--- config.mk ---
export PLATFORM = sky130hd
export DESIGN_NAME = pulse_monitor_avg
export DESIGN_NICKNAME = d
export VERILOG_FILES = /design/src/rtl/pulse_monitor_avg.sv
export SDC_FILE = /design/constraint.sdc
export NUM_CORES = 1
export LEC_CHECK = 0
export CORE_MARGIN = 10
export CORE_UTILIZATION = 66
export DETAILED_ROUTE_END_ITERATION = 10
export PLACE_DENSITY_LB_ADDON = 0.2
export SETUP_SLACK_MARGIN = 0.5
export SLEW_MARGIN = 20
export SYNTH_ARGS = -nofsm -noshare
export SYNTH_HDL_FRONTEND = slang
export SYNTH_SLANG_ARGS = --single-unit
--- constraint.sdc ---
create_clock -name clk -period 4.9 [get_ports clk]
set_clock_uncertainty 0.05 [all_clocks]
set_input_delay 0.98 -clock clk [delete_from_list [all_inputs] [get_ports clk]]
set_output_delay 0.98 -clock clk [all_outputs]
set_load 0.01 [all_outputs]
--- src/rtl/pulse_monitor_avg.sv ---
// Heart-rate monitor.
// Measures tick-quantised beat periods and keeps a sliding window of the
// last 2**AVG_LOG2 accepted periods. A restoring divider turns the average
// period into BPM. The block also rejects glitches and flags a lost pulse.
module pulse_monitor_avg #(
  parameter int CLK_HZ   = 1000,
  parameter int TICK_DIV = 10,
  parameter int AVG_LOG2 = 2,
  parameter int MIN_PD   = 20,
  parameter int MAX_PD   = 250,
  parameter int BPM_W    = 10
)(
  input  logic             clk,
  input  logic             rst,
  input  logic             pulse_in,
  output logic [BPM_W-1:0] bpm,
  output logic             bpm_valid,
  output logic             bpm_update,
  output logic             pulse_led,
  output logic             no_pulse,
  output logic             reject
);
  localparam int TPS   = CLK_HZ / TICK_DIV;
  localparam int NUM   = 60 * TPS;
  localparam int NUM_W = $clog2(NUM + 1);
  localparam int PD_W  = $clog2(MAX_PD + 1);
  localparam int SUM_W = PD_W + AVG_LOG2;
  localparam int DEPTH = 1 << AVG_LOG2;
  localparam int TD_W  = (TICK_DIV > 1) ? $clog2(TICK_DIV) : 1;
  localparam int REM_W = ((NUM_W > PD_W) ? NUM_W : PD_W) + 1;
  localparam int CNT_W = $clog2(NUM_W + 1);
  localparam int FIL_W = AVG_LOG2 + 1;
  localparam int QW    = (NUM_W > BPM_W) ? NUM_W : BPM_W;
  localparam int BMAX  = (1 << BPM_W) - 1;

  typedef enum logic {ARM, TRACK} state_t;

  logic [2:0]                  sync;
  logic                        beat;
  logic [TD_W-1:0]             tcnt;
  logic                        tick;
  state_t                      state;
  logic [PD_W-1:0]             pd;
  logic [DEPTH-1:0][PD_W-1:0]  hist;   // hist[0] newest, hist[DEPTH-1] oldest
  logic [SUM_W-1:0]            sum;
  logic [FIL_W-1:0]            fill;
  logic                        accept, timeout, full_next;
  logic                        req, busy;
  logic [CNT_W-1:0]            cnt;
  logic [REM_W-1:0]            rem, shifted, rem_nxt;
  logic [NUM_W-1:0]            quo, quo_nxt;
  logic [PD_W-1:0]             dvsr;
  logic                        ge;
  logic [QW-1:0]               qx;
  logic [BPM_W-1:0]            q_sat;

  assign pulse_led = beat;
  assign tick      = (tcnt == TD_W'(TICK_DIV - 1));
  assign accept    = (state == TRACK) && beat && (pd >= PD_W'(MIN_PD));
  assign timeout   = (state == TRACK) && !beat && (pd == PD_W'(MAX_PD));
  assign full_next = (fill >= FIL_W'(DEPTH - 1));

  // Restoring divide step: bring down the next dividend bit, subtract if it fits.
  assign shifted = (rem << 1) | {{(REM_W-1){1'b0}}, quo[NUM_W-1]};
  assign ge      = (shifted >= REM_W'(dvsr));
  assign rem_nxt = ge ? shifted - REM_W'(dvsr) : shifted;
  assign quo_nxt = {quo[NUM_W-2:0], ge};
  assign qx      = QW'(quo_nxt);
  assign q_sat   = (qx > QW'(BMAX)) ? {BPM_W{1'b1}} : qx[BPM_W-1:0];

  // Synchronise the raw pulse and emit a one-cycle strobe on its rising edge
  always_ff @(posedge clk or negedge rst) begin
    if (!rst) begin
      sync <= '0;
      beat <= 1'b0;
    end else begin
      sync <= {sync[1:0], pulse_in};
      beat <= sync[1] & ~sync[2];
    end
  end

  // Free-running tick prescaler
  always_ff @(posedge clk or negedge rst) begin
    if (!rst)      tcnt <= '0;
    else if (tick) tcnt <= '0;
    else           tcnt <= tcnt + 1'b1;
  end

  // Beat FSM: period counting, glitch rejection, window update and timeout
  always_ff @(posedge clk or negedge rst) begin
    if (!rst) begin
      state    <= ARM;
      pd       <= '0;
      hist     <= '0;
      sum      <= '0;
      fill     <= '0;
      no_pulse <= 1'b0;
      reject   <= 1'b0;
    end else begin
      reject <= 1'b0;
      if (beat && state == ARM) begin
        pd    <= '0;
        state <= TRACK;
      end else if (accept) begin
        hist     <= {hist[DEPTH-2:0], pd};
        sum      <= sum + SUM_W'(pd) - SUM_W'(hist[DEPTH-1]);
        fill     <= full_next ? FIL_W'(DEPTH) : fill + 1'b1;
        pd       <= '0;
        no_pulse <= 1'b0;
      end else begin
        // a short beat in TRACK lands here and leaves the period running
        if (beat) reject <= 1'b1;
        if (tick && pd != PD_W'(MAX_PD)) pd <= pd + 1'b1;
        if (timeout) begin
          no_pulse <= 1'b1;
          hist     <= '0;
          sum      <= '0;
          fill     <= '0;
          state    <= ARM;
        end
      end
    end
  end

  // Divider sequencing: a single request flag doubles as the pending marker
  always_ff @(posedge clk or negedge rst) begin
    if (!rst) begin
      req        <= 1'b0;
      busy       <= 1'b0;
      cnt        <= '0;
      rem        <= '0;
      quo        <= '0;
      dvsr       <= '0;
      bpm        <= '0;
      bpm_valid  <= 1'b0;
      bpm_update <= 1'b0;
    end else begin
      bpm_update <= 1'b0;
      if (timeout) begin
        req       <= 1'b0;
        busy      <= 1'b0;
        bpm_valid <= 1'b0;
      end else begin
        if (busy) begin
          rem <= rem_nxt;
          quo <= quo_nxt;
          cnt <= cnt - 1'b1;
          if (cnt == CNT_W'(1)) begin
            busy       <= 1'b0;
            bpm        <= q_sat;
            bpm_valid  <= 1'b1;
            bpm_update <= 1'b1;
          end
        end else if (req) begin
          req  <= 1'b0;
          busy <= 1'b1;
          cnt  <= CNT_W'(NUM_W);
          rem  <= '0;
          quo  <= NUM_W'(NUM);
          dvsr <= sum[SUM_W-1:AVG_LOG2];
        end
        // a new full-window accept always re-arms the request (newest sum wins)
        if (accept && full_next) req <= 1'b1;
      end
    end
  end
endmodule

==> impl_metrics.tcl <==
set metrics [dict create \
    netlist.area_leader.share_pct 51.1 \
    die-area_um2 12700 \
    cts-root-buf "clkbuf_8" \
    grt_pass1_wl_mm 20.0 \
    n_fill_cell 486 \
    num_antenna_cells 0 \
    vias 4137 \
    rows 33 \
    first_pass_iters 4 \
    yosys-top-cells-count "dfrtp_1, nand2_1, inv_1" \
    drc 0 \
    max_freq_mhz 339 \
    worstSetupEndpointType "flip-flop" \
    cts_hold_buf 0 \
    startpoint_type "flip-flop" \
    drt_wl_total_mm 11.7 \
    p_leak_nw 3.08 \
    syn_nets 583 \
    clock_sinks 116 \
    finalSetupViolations 0 \
    ys_async_sr_fraction_pct 100 \
    period_minus_slack_ns 2.95 \
    ys_seq_area_share_pct 51.1 \
    dp_hpwl_mm 7.47 \
    syn_area_um2 5680 \
    core_um2 8300 \
    grt_use_total_pct 19.2 \
    finalPower_w 0.00242 \
    power_density_nw_per_um2 370 \
    start_util_pct 68.4 \
    antenna_found_initial 0 \
    drtIter0Drc 242 \
    drv_cap 0 \
    finalHoldViolations 0 \
    yosys.area.top_type "dfrtp_1" \
    min_period_over_period_pct 60.2 \
    cts-resized-gates 0 \
    cts_buffers 17 \
    synth_seq_cells 116 \
    synth.avg_cell_area_um2 10.4 \
    area_growth_pct 15.3 \
    cts_tree "done" \
    ys_types 55 \
    crit_required_ns 5.31 \
    synth_ff_type "dfrtp_1" \
    clk_pin_slew_worst_paths_ns 0.06 \
    layout.nets 602 \
    post-synth-top-count-cell "dfrtp_1" \
    ys_top_cells_by_area "dfrtp_1, ha_1, a22o_1" \
    cts_buffer_depth 2 \
    h-tree-depth 4 \
    cts_setup_buffers 0 \
    grt_pass1_vias 4297 \
    clkLatencyLatePin_ns 0.53 \
    drtAntennaViolNets 0 \
    grt_max_degree 79 \
    die_w_um 113 \
    worstSetupPathType "reg2reg" \
    io_pins 18 \
    overflow 0 \
    wl_per_cell_um 17.1 \
    syn_inst 546 \
    die_h_um 113 \
    drive_gt1_share_pct 8.13 \
    rsz0062_at_grt "no" \
    worst_pin_slew_ns 0.962 \
    synth_edf_count 0 \
    ir_worst_vdd_mv 0.264 \
    slew_violations 0 \
    cp_max_fo 5 \
    hold_class "reg2reg" \
    vias_per_cell 6.06 \
    setup_tns_ns 0 \
    synth.yosys.warnings 0 \
    gp_congestion 0.880 \
    io_buffer_count 17 \
    status "finished clean" \
    cp.arrival_ns 3.36 \
    max-slew-margin-rel_pct 35.9 \
]
## report_power, final
| part | total, W | internal, W | switching (W) |
|---|---|---|---|
| clock | 0.00131 | 0.000845 | 0.000461 |
| sequential | 0.000973 | 0.000966 | 0.00000708 |
| combinational | 0.000143 | 0.0000580 | 0.0000854 |
| total | 0.00242 | 0.00187 | 0.000554 |
## kinds of logic after synthesis
logic type               synth area share [%]
flip-flops                               51.1
AND/OR/NAND/NOR                          12.5
AO/OA/AOI/OAI                            17.6
multiplexers                             2.20
adder cells (fa/ha/maj)                  8.68
buffers and inverters                    5.09
XOR/XNOR                                 2.78
## worst max-delay path, cell delays in order, from the launching register on
cell and delay (ns):
dfrtp_1 0.40, inv_1 0.11, fa_1 0.55, inv_1 0.04, ha_1 0.35, or4_1 0.48
o21ai_0 0.08, a21oi_1 0.09, mux2i_1 0.16, or4_1 0.48, nand3_1 0.08
## final cells by class
class | instances | area [um2] | area share [%]
tap | 105 | 131 | 2.01
inverter | 53 | 199 | 3.04
clock inverter | 14 | 200 | 3.06
sequential | 116 | 2900 | 44.3
timing repair buffer | 21 | 198 | 3.02
multi-input combinational | 356 | 2490 | 38.0
clock buffer | 18 | 428 | 6.53
## final timing paths
path / from / end / slack, ns / cells after the start
hold reg to reg: sync[0] / sync[1] / 0.30 / 0
setup reg to reg: pd[4] / sum[9] / 1.95 / 10
min in group asynchronous: rst / rem[9] / 0.53 / 1
max in group asynchronous: rst / cnt[3] / 3.22 / 2
hold / removal: sync[0] / sync[1] / 0.30 / 0
setup / recovery: pd[4] / sum[9] / 1.95 / 10
## registers in the layout, indices dropped and copies added (netlist names), 3 cells and up
| signal | cells |
|---|---|
| hist | 32 |
| quo | 13 |
| rem | 13 |
| bpm | 10 |
| sum | 10 |
| dvsr | 8 |
| pd | 8 |
| cnt | 4 |
| tcnt | 4 |
| fill | 3 |
| sync | 3 |
## metal layers
metal  global-route usage, %  wire length, um
met1                    21.9             4860
met2                    32.9             6090
met3                    5.49              517
met4                    8.38              224
met5                       0                0
## metrics by stage
stage | instance area (um2) | worst slack [ns] | utilization, % | hold slack (ns) | instances
after floorplan | 5680 | 2.16 | - | 0.281 | 546
after global placement | 5920 | 2.09 | 71.4 | 0.282 | 651
after detailed placement | 5920 | 1.99 | 71.4 | 0.289 | 651
after CTS | 6550 | 1.96 | 78.9 | 0.302 | 683
after global routing | 6550 | 1.76 | 78.9 | 0.306 | 683
final | 6550 | 1.95 | 78.9 | 0.301 | 683
## layout by cell type (no fill, tap or decap), types with 5 or more instances in the layout
cell type          n
fa_1               9
nor2_1            35
mux2i_1            8
inv_1             53
o21a_1             9
o211ai_1           6
xnor2_1           18
clkbuf_16         16
a21oi_1           15
nand2_1           59
dfrtp_1          116
o21ai_1            5
ha_1              25
clkdlybuf4s50_1   16
nor4_1             5
o21ai_0           45
nand3_1           10
a22o_1            32
buf_4              5
No activity file was read; power rests on OpenSTA's default activity.
==> patch: new RTL, same settings <==
Set the parameter `CLK_HZ` to 2000 (it was 1000).
--- a/src/rtl/pulse_monitor_avg.sv
+++ b/src/rtl/pulse_monitor_avg.sv
@@ -3,7 +3,7 @@
 // last 2**AVG_LOG2 accepted periods. A restoring divider turns the average
 // period into BPM. The block also rejects glitches and flags a lost pulse.
 module pulse_monitor_avg #(
-  parameter int CLK_HZ   = 1000,
+  parameter int CLK_HZ   = 2000,
   parameter int TICK_DIV = 10,
   parameter int AVG_LOG2 = 2,
   parameter int MIN_PD   = 20,
Formal check against the unedited RTL: no difference found for any inputs over 10 cycles, from zero or initial values and one cycle with rst low; that may be too few to reach the edited logic, so the function may still have changed.
==> patch against the original RTL <==
- critical endpoint is now sum[8]
- setup slack better by 0.051 ns
- routed wire length shrank 1.6%
- sequential share of layout area is 0.95 points higher
- total power fell by 3.5%
- non-clock buffer count is the same
- critical path depth unchanged
- highest routed layer unchanged
- clock power fell by 8%
- hold slack improved by 0.0035 ns
- final area fell by 0.40%
- sequential cell count rose by 2
- area after synthesis up 0.20%
==> patch: results (changes against the original RTL) <==
[setup_path]
crit_path_max_fanout=4  ; was 5
crit_arrival_ns=3.21  ; was 3.36 ns
critPathLaunch=pd[1]  ; was pd[4]

[place]
dpl.hpwl_microns=7467  ; was 7474 microns
place_congestion=0.9197  ; was 0.8795

[power_and_ir_drop]
p_leak_nw=3.116  ; was 3.084 nW
peakVddDrop_v=0.0002557  ; was 0.0002643 V

[detailed_routing]
wl_microns=11500  ; was 11690 microns
drt-initial-drc-count=325  ; was 242
vias=4038  ; was 4137

[yosys]
yosysSeqAreaShare_pct=51.88  ; was 51.10%
syn-num-nets=569  ; was 583
synth_common_cells=dfrtp_1, inv_1, nand2_1  ; was dfrtp_1, nand2_1, inv_1
synth_cell_types=53  ; was 55
synth_area_leaders=dfrtp_1, ha_1, a22o_1  ; unchanged

[global_routing]
grt_use_total_pct=18.69  ; was 19.22%
grt_max_degree=47  ; was 79
grt_pass1_wl_microns=19760  ; was 20000 microns
grt_pass1_vias=4102  ; was 4297

[final_layout]
finalNetCount=589  ; was 602
drive_above_1_share_pct=7.965  ; was 8.131%
largest_registers=hist x32, quo x14, rem x14  ; was hist x32, quo x13, rem x13

[cts]
cts.path.max_buffers=2  ; unchanged
clk-insertion-delay-late_ns=0.51  ; was 0.53 ns

[status]
status=finished clean  ; unchanged

[sta]
tightestPinTransition_ns=1.114  ; was 0.9619 ns

==> patch: cell types whose count changed after synthesis, moves of 4 or more <==
cell,before,now
a21o_1,4,8
nor2_1,35,21
nand2_1,59,52
o22a_1,3,12
o21a_1,9,4
xor2_1,0,9
o211ai_1,6,1
==> patch: metrics by stage <==
stage               cell area (sq um)  instances  setup slack, ns
global route                     6524        670            1.861
global placement                 5943        638            2.118
floorplan                        5692        532            2.178
finish                           6524        670            1.999
CTS                              6524        670            2.024
detailed placement               5943        638            2.049
==> patch: cell families (layout without fill, tap and decap cells) <==
kind of cell | Yosys count | after routing | share of synthesized area (%)
adder cells (fa/ha/maj) | 34 | 34 | 8.661
AND/OR/NAND/NOR | 119 | 119 | 10.38
XOR/XNOR | 24 | 24 | 3.693
AO/OA/AOI/OAI | 152 | 152 | 18.55
flip-flops | 118 | 118 | 51.88
multiplexers | 10 | 10 | 1.803
buffers and inverters | 75 | 108 | 5.034
==> patch: layer usage <==
layer | GRT usage [%] | share of wire [%] | vias up
li1 | - | - | 1909
met1 | 22.30 | 43 | 2000
met2 | 32.07 | 51 | 109
met3 | 4.543 | 4.3 | 20
met4 | 6.768 | 1.9 | 0
met5 | 0 | 0 | -
==> patch: power by group <==
part | leakage, nW | switching (W) | internal [W]
combinational | 1.22 | 0.0000871 | 0.0000591
clock | 0.274 | 0.000459 | 0.000740
sequential | 1.62 | 0.0000101 | 0.000982
==> patch: cell type report <==
| class | count | area (sq um) |
|---|---|---|
| flip-flops and latches | 118 | 2953 |
| multi-input cells | 339 | 2455 |
| fillers | 479 | 1775 |
| clock buffers | 18 | 427.9 |
| inverters | 55 | 206.4 |
| repair buffers | 21 | 197.7 |
| clock inverters | 14 | 152.6 |
| well taps | 105 | 131.4 |
==> patch: worst max-delay path: cells and delay by family (launching register included) <==
| kind | cells | cell delay (ns) |
|---|---|---|
| adders and majority gates | 2 | 1.00 |
| AOI/OAI and AO/OA | 4 | 0.87 |
| DFF | 1 | 0.40 |
| buffers and inverters | 2 | 0.20 |
| xor gates and xnor gates | 1 | 0.16 |
| and+or+nand+nor | 1 | 0.07 |
==> patch: final timing paths <==
path | end | slack [ns] | cells after the start
worst max-delay path | sum[8] | 2.00 | 10
worst min-delay path | sync[1] | 0.30 | 0
worst max register to register | sum[8] | 2.00 | 10
worst min register to register | sync[1] | 0.30 | 0
max in group asynchronous | dvsr[7] | 3.48 | 2
min in group asynchronous | rem[4] | 0.42 | 1
